**src/rtl/binary_mul_pkg.sv**
```systemverilog
// Shared constants and state encoding for the 8x8 signed serial multiplier
// and the sequencer that feeds it.
package binary_mul_pkg;

  localparam int MUL_LATENCY = 9;   // posedges from operand change to valid P
  localparam int OPER_W      = 8;   // signed operand width
  localparam int MUL_W       = 15;  // signed product width

  typedef enum logic [1:0] {
    S_IDLE = 2'd0,
    S_WAIT = 2'd1,
    S_OUT  = 2'd2
  } seq_state_t;

endpackage

```
**src/rtl/binary_dot_seq_if.sv**
```systemverilog
// Operand, multiplier and result signals of binary_dot_seq.
//
// Handshakes: a transfer happens on a rising clk edge where both valid and
// ready are high. The producer holds data stable while valid is high and
// ready is low; valid does not depend on ready. The sequencer never raises
// in_ready and out_valid together.
interface binary_dot_seq_if #(
  parameter int ACC_W = 24
);
  import binary_mul_pkg::*;

  // operand side
  logic              in_valid;
  logic              in_ready;
  logic [OPER_W-1:0] in_a;
  logic [OPER_W-1:0] in_b;
  logic              in_last;

  // multiplier side
  logic [OPER_W-1:0] mul_a;
  logic [OPER_W-1:0] mul_b;
  logic              mul_en;
  logic [MUL_W-1:0]  mul_p;

  // result side
  logic              out_valid;
  logic              out_ready;
  logic [ACC_W-1:0]  out_data;
  logic              out_ovf;

  // environment: operand producer, multiplier and result consumer
  modport master (
    output in_valid, in_a, in_b, in_last, mul_p, out_ready,
    input  in_ready, mul_a, mul_b, mul_en, out_valid, out_data, out_ovf
  );

  // the sequencer itself
  modport slave (
    input  in_valid, in_a, in_b, in_last, mul_p, out_ready,
    output in_ready, mul_a, mul_b, mul_en, out_valid, out_data, out_ovf
  );

endinterface

```
**src/rtl/binary_dot_acc.sv**
```systemverilog
// Sign-extending dot-product accumulator with sticky signed-overflow flag.
// sum_next/ovf_next show the result of the pending add so the caller can
// capture the final sum on the same edge that commits it.
module binary_dot_acc
  import binary_mul_pkg::*;
#(
  parameter int ACC_W = 24
) (
  input  logic                    clk,
  input  logic                    rst,
  input  logic                    add_en,
  input  logic                    clr,
  input  logic signed [MUL_W-1:0] p,
  output logic signed [ACC_W-1:0] sum_next,
  output logic                    ovf_next
);

  logic signed [ACC_W-1:0] acc;
  logic                    ovf;
  logic signed [ACC_W-1:0] p_ext;
  logic                    add_ovf;

  assign p_ext    = ACC_W'(p);
  assign sum_next = acc + p_ext;
  // Signed overflow: both addends share a sign and the wrapped sum does not.
  assign add_ovf  = (acc[ACC_W-1] == p_ext[ACC_W-1]) &&
                    (sum_next[ACC_W-1] != acc[ACC_W-1]);
  assign ovf_next = ovf | add_ovf;

  // Accumulate sampled products; clear wins when a result is handed off.
  always_ff @(posedge clk or posedge rst) begin
    if (rst) begin
      acc <= '0;
      ovf <= 1'b0;
    end else if (clr) begin
      acc <= '0;
      ovf <= 1'b0;
    end else if (add_en) begin
      acc <= sum_next;
      ovf <= ovf_next;
    end
  end

endmodule

```
**src/rtl/binary_dot_seq.sv**
```systemverilog
// Issue/accumulate sequencer around the fixed-latency 8x8 signed multiplier.
// Each accepted pair is held on the multiplier inputs for LATENCY edges; the
// product is then folded into the running sum. The pair flagged last
// publishes the sum and overflow flag over the result handshake.
module binary_dot_seq
  import binary_mul_pkg::*;
#(
  parameter  int LATENCY = MUL_LATENCY,
  parameter  int ACC_W   = 24,
  localparam int CNT_W   = $clog2(LATENCY + 1)
) (
  input  logic             clk,
  input  logic             rst,
  binary_dot_seq_if.slave  bus,
  output seq_state_t       dbg_state,
  output logic [CNT_W-1:0] dbg_cnt
);

  seq_state_t        state;
  logic [CNT_W-1:0]  cnt;
  logic              last_q;
  logic              in_ready_q;
  logic [OPER_W-1:0] mul_a_q;
  logic [OPER_W-1:0] mul_b_q;
  logic              mul_en_q;
  logic              out_valid_q;
  logic [ACC_W-1:0]  out_data_q;
  logic              out_ovf_q;

  logic                    add_en;
  logic                    clr;
  logic signed [ACC_W-1:0] sum_next;
  logic                    ovf_next;

  // Product is sampled on the edge where the counter reaches LATENCY.
  assign add_en = (state == S_WAIT) && (cnt == CNT_W'(LATENCY));
  // The accumulator restarts once the consumer takes the result.
  assign clr    = (state == S_OUT) && bus.out_ready;

  binary_dot_acc #(
    .ACC_W (ACC_W)
  ) u_acc (
    .clk      (clk),
    .rst      (rst),
    .add_en   (add_en),
    .clr      (clr),
    .p        (bus.mul_p),
    .sum_next (sum_next),
    .ovf_next (ovf_next)
  );

  // Sequencer FSM: accept a pair, wait out the multiplier, publish on last.
  always_ff @(posedge clk or posedge rst) begin
    if (rst) begin
      state       <= S_IDLE;
      cnt         <= '0;
      last_q      <= 1'b0;
      in_ready_q  <= 1'b1;
      mul_a_q     <= '0;
      mul_b_q     <= '0;
      mul_en_q    <= 1'b0;
      out_valid_q <= 1'b0;
      out_data_q  <= '0;
      out_ovf_q   <= 1'b0;
    end else begin
      unique case (state)
        S_IDLE: begin
          if (bus.in_valid) begin
            mul_a_q    <= bus.in_a;
            mul_b_q    <= bus.in_b;
            last_q     <= bus.in_last;
            cnt        <= '0;
            in_ready_q <= 1'b0;
            mul_en_q   <= 1'b1;
            state      <= S_WAIT;
          end
        end
        S_WAIT: begin
          if (cnt == CNT_W'(LATENCY)) begin
            // Counter parks at zero so it never runs past LATENCY.
            cnt      <= '0;
            mul_en_q <= 1'b0;
            if (last_q) begin
              out_data_q  <= sum_next;
              out_ovf_q   <= ovf_next;
              out_valid_q <= 1'b1;
              state       <= S_OUT;
            end else begin
              in_ready_q <= 1'b1;
              state      <= S_IDLE;
            end
          end else begin
            cnt <= cnt + CNT_W'(1);
          end
        end
        S_OUT: begin
          if (bus.out_ready) begin
            out_valid_q <= 1'b0;
            in_ready_q  <= 1'b1;
            state       <= S_IDLE;
          end
        end
        default: state <= S_IDLE;
      endcase
    end
  end

  assign bus.in_ready  = in_ready_q;
  assign bus.mul_a     = mul_a_q;
  assign bus.mul_b     = mul_b_q;
  assign bus.mul_en    = mul_en_q;
  assign bus.out_valid = out_valid_q;
  assign bus.out_data  = out_data_q;
  assign bus.out_ovf   = out_ovf_q;
  assign dbg_state     = state;
  assign dbg_cnt       = cnt;

endmodule

```
**src/flat_wrapper.sv**
```systemverilog
// flat-port wrapper written by rule: the top's interface ports become plain ports
module binary_dot_seq_flat import binary_mul_pkg::*;
#(
  parameter  int LATENCY = MUL_LATENCY,
  parameter  int ACC_W   = 24,
  localparam int CNT_W   = $clog2(LATENCY + 1)
)
  (clk, rst, dbg_state, dbg_cnt, bus_in_valid, bus_in_a, bus_in_b, bus_in_last, bus_mul_p, bus_out_ready, bus_in_ready, bus_mul_a, bus_mul_b, bus_mul_en, bus_out_valid, bus_out_data, bus_out_ovf);
  binary_dot_seq_if #(.ACC_W(ACC_W)) bus_i ();
  input  logic clk;
  input  logic rst;
  output seq_state_t dbg_state;
  output logic [CNT_W-1:0] dbg_cnt;
  input wire logic [$bits(bus_i.in_valid)-1:0] bus_in_valid;
  input wire logic [$bits(bus_i.in_a)-1:0] bus_in_a;
  input wire logic [$bits(bus_i.in_b)-1:0] bus_in_b;
  input wire logic [$bits(bus_i.in_last)-1:0] bus_in_last;
  input wire logic [$bits(bus_i.mul_p)-1:0] bus_mul_p;
  input wire logic [$bits(bus_i.out_ready)-1:0] bus_out_ready;
  output wire logic [$bits(bus_i.in_ready)-1:0] bus_in_ready;
  output wire logic [$bits(bus_i.mul_a)-1:0] bus_mul_a;
  output wire logic [$bits(bus_i.mul_b)-1:0] bus_mul_b;
  output wire logic [$bits(bus_i.mul_en)-1:0] bus_mul_en;
  output wire logic [$bits(bus_i.out_valid)-1:0] bus_out_valid;
  output wire logic [$bits(bus_i.out_data)-1:0] bus_out_data;
  output wire logic [$bits(bus_i.out_ovf)-1:0] bus_out_ovf;
  assign bus_i.in_valid = bus_in_valid;
  assign bus_i.in_a = bus_in_a;
  assign bus_i.in_b = bus_in_b;
  assign bus_i.in_last = bus_in_last;
  assign bus_i.mul_p = bus_mul_p;
  assign bus_i.out_ready = bus_out_ready;
  assign bus_in_ready = bus_i.in_ready;
  assign bus_mul_a = bus_i.mul_a;
  assign bus_mul_b = bus_i.mul_b;
  assign bus_mul_en = bus_i.mul_en;
  assign bus_out_valid = bus_i.out_valid;
  assign bus_out_data = bus_i.out_data;
  assign bus_out_ovf = bus_i.out_ovf;
  binary_dot_seq #(.LATENCY(LATENCY), .ACC_W(ACC_W)) u_core (.clk(clk), .rst(rst), .bus(bus_i), .dbg_state(dbg_state), .dbg_cnt(dbg_cnt));
endmodule
```
**config.mk**
```make
export PLATFORM = sky130hd
export DESIGN_NAME = binary_dot_seq_flat
export DESIGN_NICKNAME = d
export VERILOG_FILES = /design/src/rtl/binary_mul_pkg.sv /design/src/rtl/binary_dot_seq_if.sv /design/src/rtl/binary_dot_acc.sv /design/src/rtl/binary_dot_seq.sv /design/src/flat_wrapper.sv
export SDC_FILE = /design/constraint.sdc
export NUM_CORES = 1
export LEC_CHECK = 0
export BUFFER_PORTS_ARGS = -buffer_cell sky130_fd_sc_hd__buf_2
export CORE_ASPECT_RATIO = 0.8
export CORE_MARGIN = 2
export CORE_UTILIZATION = 30
export DETAILED_ROUTE_END_ITERATION = 12
export HOLD_SLACK_MARGIN = 0.08
export PLACE_DENSITY = 0.6
export SYNTH_ARGS = -nofsm -noshare
export SYNTH_HDL_FRONTEND = slang
export SYNTH_SLANG_ARGS = --single-unit
```
**constraint.sdc**
```tcl
create_clock -name clk -period 5.8 [get_ports clk]
set_input_delay 1.74 -clock clk [delete_from_list [all_inputs] [get_ports clk]]
set_output_delay 1.74 -clock clk [all_outputs]
set_load 0.1 [all_outputs]
```
# [After elaboration in Yosys (flattened, before gate mapping)]
# Cells that the tools add are included.
# W data, S select, Z words.
[totals] out_inout_bits=50 reg_bits=76 ram_bits=0 rom_bits=0 word_cells=64 n_memories=0 in_bits=36 latch_bits=0
[op_classes] muxes=24 multipliers=0 eq_ne=10 n_shift=0 addsub=2 n_div=0 reduce_logical=15 bitwise_logic=1 magnitude_cmp=0
[op_table] cell="$mux W24" count=2
[op_table] cell="$add A24 B15 Y24" count=1
[op_table] cell="$mux W1" count=11
[op_table] cell="$reduce_and A3 Y1" count=3
[op_table] cell="$mux W2" count=4
[op_table] cell="$mux W4" count=2
[op_table] cell="$ne A2 B2 Y1 const B" count=4
[op_table] cell="$pmux W4 S2" count=1
[op_table] cell="$pmux W2 S3" count=1
[op_table] cell="$reduce_bool A2 Y1" count=3
[op_table] cell="$reduce_and A5 Y1" count=1
[op_table] cell="$add A4 B1 Y4 const B" count=1
[op_table] cell="$eq A4 B4 Y1 const B" count=1
[op_table] cell="$pmux W1 S2" count=2
[op_table] cell="$reduce_and A2 Y1" count=2
[op_table] cell="$reduce_and A4 Y1" count=1
[op_table] cell="$logic_and A1 B1 Y1" count=3
[op_table] cell="$pmux W1 S3" count=1
[op_table] cell="$reduce_bool A3 Y1" count=1
[op_table] cell="$eq A2 B1 Y1 const B" count=1
[op_table] cell="$eq A2 B2 Y1 const B" count=1
[op_table] cell="$logic_not A2 Y1" count=1
[op_table] cell="$ne A2 B1 Y1 const B" count=1
[op_table] cell="$eq A1 B1 Y1" count=1
[op_table] cell="2 further kinds" count=2

# [Longest topological paths before layout]
[depth] word_depth=6 ltp_mapped=10

# [By module]
# A second synthesis with hierarchy kept.
[unflattened] hier_cells=421 hier_area_um2=4491.8
[modules_own_cells] module="binary_dot_acc" area_per_inst_um2=2373.5 cells_each=275 n_inst=1 seq_area_each_um2=625.6
[modules_own_cells] module="binary_dot_seq" area_per_inst_um2=2118.3 cells_each=146 n_inst=1 seq_area_each_um2=1277.5

# [Worst setup path after synthesis]
# OpenSTA, ideal clock, no wires.
[synth_timing] path_kind="input to register" start="in bus_mul_p[6]" end="reg u_core.out_data_q[23] (netlist: u_core.bus.out_data[23])" path_slack_ns=2.114 t_arrival_ns=3.541 setup_ns=0.145 path_stages=8 path_buffers=0 path_cell_list="ha_1 > a2111oi_4 > o21ai_2 > nand4b_4 > a2111oi_4 > or4_1 > nand3_1 > a41oi_2"
[synth_via] elab_chain_len=1
[synth_rtl] element="from (decl)" line_no="flat_wrapper.sv:18" text="input wire logic [$bits(bus_i.mul_p)-1:0] bus_mul_p;"
[synth_rtl] element="$add A24 B15 Y24" line_no="binary_dot_acc.sv:24" text="assign sum_next = acc + p_ext;"
[synth_rtl] element="to (signal assigned)" line_no="binary_dot_seq.sv:84" text="out_data_q <= sum_next;"
[synth_rtl] element="to (decl)" line_no="binary_dot_seq.sv:27" text="logic [ACC_W-1:0] out_data_q;"
# Every way passes these cells.
# A chain may end at the register's enable or synchronous reset.

# [Worst setup path after layout]
[layout_timing] start="in bus_mul_p[14]" end="reg u_core.out_data_q[23] (netlist: u_core.bus.out_data[23])"
# The elaborated chain is that of the path after synthesis.

==> flow_metrics.env <==
export IMPL_max_cap_violations=0
export IMPL_htree_levels=3
export IMPL_post_cts_buffers=0
export IMPL_final_util_pct=37.09
export IMPL_cts_reportedPaths_clkPinSlew_ps=50
export IMPL_drt_iter0_drc=237
export IMPL_rows=39
export IMPL_post_route_min_period_ps=3788
export IMPL_clockBufferDepth=2
export IMPL_hold_path_class="register to register"
export IMPL_layout_filler_cells=1445
export IMPL_netlist_instances=449
export IMPL_route_detailed_drc=0
export IMPL_worstSetupPathType="input port to register"
export IMPL_grt_start_max_net_pins=45
export IMPL_die_y_microns=113.0
export IMPL_finalCritPeriodShare_pct=65.30
export IMPL_grt_setup_unrepaired="false"
export IMPL_ant_nets=0
export IMPL_first_global_vias=3676
export IMPL_seq_area_frac_synth_pct=42.74
export IMPL_portBuffers=85
export IMPL_slew_headroom_pct=37.96
export IMPL_grt_util_all_layers_pct=14.81
export IMPL_fin_ws_ps=2012
export IMPL_hpwl_microns=7981
export IMPL_worstPathArrival_ps=3980
export IMPL_cts_made_buffers=9
export IMPL_hold_start="u_core.bus.out_data[17]"
export IMPL_worstSetupStartpointType="input port"
export IMPL_cts_hold_buf=0
export IMPL_die_area_sq_mm=0.01584
export IMPL_tns_ps=0
export IMPL_skew_ps=8.886
export IMPL_gr_total_overflow=0
export IMPL_place_area_sq_mm=0.005047
export IMPL_cts_root_buf="clkbuf_16"
export IMPL_num_antenna_cells=0
export IMPL_yosysWarnings=0
export IMPL_power_density_mw_per_mm2=517.5
export IMPL_synth_main_ff_cell="dfrtp_1"
export IMPL_total_power_w=0.002763
export IMPL_worstPathRequired_ps=5990
export IMPL_place_gp_congestion=0.8512
export IMPL_async_flop_share_pct=100.0
export IMPL_regToRegStartpoint="u_core.dbg_state[1]"
export IMPL_crit_path_max_fanout=15
export IMPL_finalHoldViolCount=0
export IMPL_status="finished clean"
export IMPL_cts_sinks=76
export IMPL_ff2ff_path_depth=7
export IMPL_vias=3610
export IMPL_vdd_drop_max_mv=0.3944
export IMPL_coreArea_sq_mm=0.01440
export IMPL_grt_pass1_wl_microns=18600
export IMPL_endpoint_kind="register"
export IMPL_initial_core_util_pct=30.93
export IMPL_avgSynthCellArea_sq_um=9.918
export IMPL_fin_area_sq_mm=0.005339
export IMPL_tightest_slew_ps=929.2
export IMPL_setup_worst_path_start="bus_mul_p[14]"
export IMPL_dp_slack_ps=1715
export IMPL_ys_seq_elements=76
export IMPL_syn_area_sq_mm=0.004453
export IMPL_drive_gt1_share_pct=29.53
export IMPL_antenna_found_initial=0
export IMPL_nets=597
export IMPL_slew_violations=0
export IMPL_firstDrtPassIters=4
export IMPL_cts_repair_resized=0
export IMPL_max_clock_freq_mhz=264.0
export IMPL_synth_edf_count=0
export IMPL_clk_latency_ps=340
export IMPL_area_growth_pct=19.89
export IMPL_cts_tree="done"
export IMPL_min_path_cells=2
export IMPL_io_pins=86
export IMPL_vias_per_cell=5.021
export IMPL_leakagePower_nw=2.454
export IMPL_wire_per_inst_microns=15.26
export IMPL_finalSetupViolCount=0
export IMPL_postRouteWirelength_microns=10970
export IMPL_yosys_cell_types_count=56
export IMPL_die_w_microns=140.2
export IMPL_syn_nets=515
-- Yosys cell counts (2+ instances only) --
master,number,area (sq um)
nand2b_1,4,25.02
o2111ai_1,3,26.28
a31o_2,3,26.28
o21ai_2,4,35.03
nand3_1,9,45.04
nand2_1,67,251.5
or3_1,2,12.51
a31oi_1,4,25.02
o21a_1,2,15.01
ha_1,29,362.9
a21oi_1,42,210.2
a21o_1,6,45.04
o21ai_0,33,165.2
a211oi_1,7,52.55
o31ai_1,6,45.04
xnor2_1,10,87.58
nor2b_1,2,12.51
xor2_1,11,96.34
clkbuf_1,13,48.80
nor3_1,3,15.01
o21bai_1,3,22.52
inv_1,14,52.55
and3_1,2,12.51
a2111oi_4,2,55.05
buf_6,2,22.52
o211ai_1,4,30.03
o21ai_1,2,10.01
a21oi_2,4,35.03
dfrtp_1,75,1877
mux2_2,32,360.4
nor2_1,24,90.09
-- per-stage QoR --
step,hold slack [ps],cells
2_1_floorplan,473.7,449
4_1_cts,477.0,719
3_3_place_gp,461.6,704
6_report,468.5,719
5_1_grt,498.7,719
3_5_place_dp,464.8,704
-- metal layers --
metal	routed length [microns]	up-vias	GRT usage, %
met4	142	0	4.377
met2	4789	58	21.93
met1	5582	1767	21.03
met3	459	10	4.317
li1	-	1775	-
met5	0	-	0
-- placed cells by master, fill, tap and decap left out, types with 2 or more instances in the layout --
cell	n
nor3_1	3
o31ai_1	6
inv_1	13
nor2_1	24
and3_1	2
ha_1	29
a2111oi_4	2
buf_4	3
nor2b_1	2
a31oi_1	4
nand2_1	67
buf_2	85
xnor2_1	10
nand2b_1	4
clkinv_2	3
o21bai_1	3
o211ai_1	4
a21oi_1	42
clkbuf_16	9
xor2_1	11
or3_1	2
o21ai_1	2
nand3_1	9
o2111ai_1	3
o21ai_2	4
a31o_2	3
o21ai_0	33
a211oi_1	7
a21oi_2	4
dfrtp_1	75
mux2_2	32
o21a_1	2
a21o_1	6
-- state kept, by name, indices dropped and copies added, names as in the netlist --
name	count
u_core.bus.out_ovf	1
u_core.bus.mul_a	8
u_core.bus.mul_b	8
u_core.u_acc.ovf	1
u_core.bus.out_data	24
u_core.bus.out_valid	1
u_core.last_q	1
u_core.dbg_state	2
u_core.bus.mul_en	1
u_core.u_acc.acc	24
u_core.dbg_cnt	4
u_core.bus.in_ready	1
-- power breakdown --
part | internal (W) | switching [W]
logic | 0.000363 | 0.00109
clock network | 0.000340 | 0.000217
registers | 0.000661 | 0.0000869
total | 0.00136 | 0.00140
-- cell families (layout without fill, tap and decap cells) --
family                     count (synthesis)  count (layout)  share of synthesized area, %
AOI/OAI and AO/OA                        135             135                         20.43
buffers and inverters                     31             117                         3.203
xor gates and xnor gates                  21              21                         4.130
adders and majority gates                 30              30                         8.598
muxes                                     33              33                         8.317
and+or+nand+nor                          123             123                         12.59
DFF                                       76              76                         42.74
-- final timing paths --
check                      slack [ps]                 endpoint
setup / recovery                 2010  u_core.bus.out_data[23]
setup reg to reg                 3080   u_core.bus.out_data[8]
min in group asynchronous        1610      u_core.bus.mul_b[7]
hold / removal                    470  u_core.bus.out_data[17]
hold reg to reg                   470  u_core.bus.out_data[17]
max in group asynchronous        3160      u_core.bus.in_ready
-- cell type report --
class | instances | area (sq um) | area share, %
Tap cell | 184 | 230.2 | 4.312
Clock inverter | 5 | 52.55 | 0.9843
Timing Repair Buffer | 88 | 447.9 | 8.390
Inverter | 14 | 52.55 | 0.9843
Clock buffer | 10 | 239.0 | 4.476
Multi-Input combinational cell | 342 | 2414 | 45.21
Sequential cell | 76 | 1903 | 35.65
-- critical path, cell delays in order --
cell       delay, ps
buf_2            300
ha_1             350
a21oi_1          240
o21ai_0          130
a21oi_1          310
a2111oi_4        150
or4_1            530
nand3_1          120
a41oi_2          110
(Power assumes the default switching activity.)
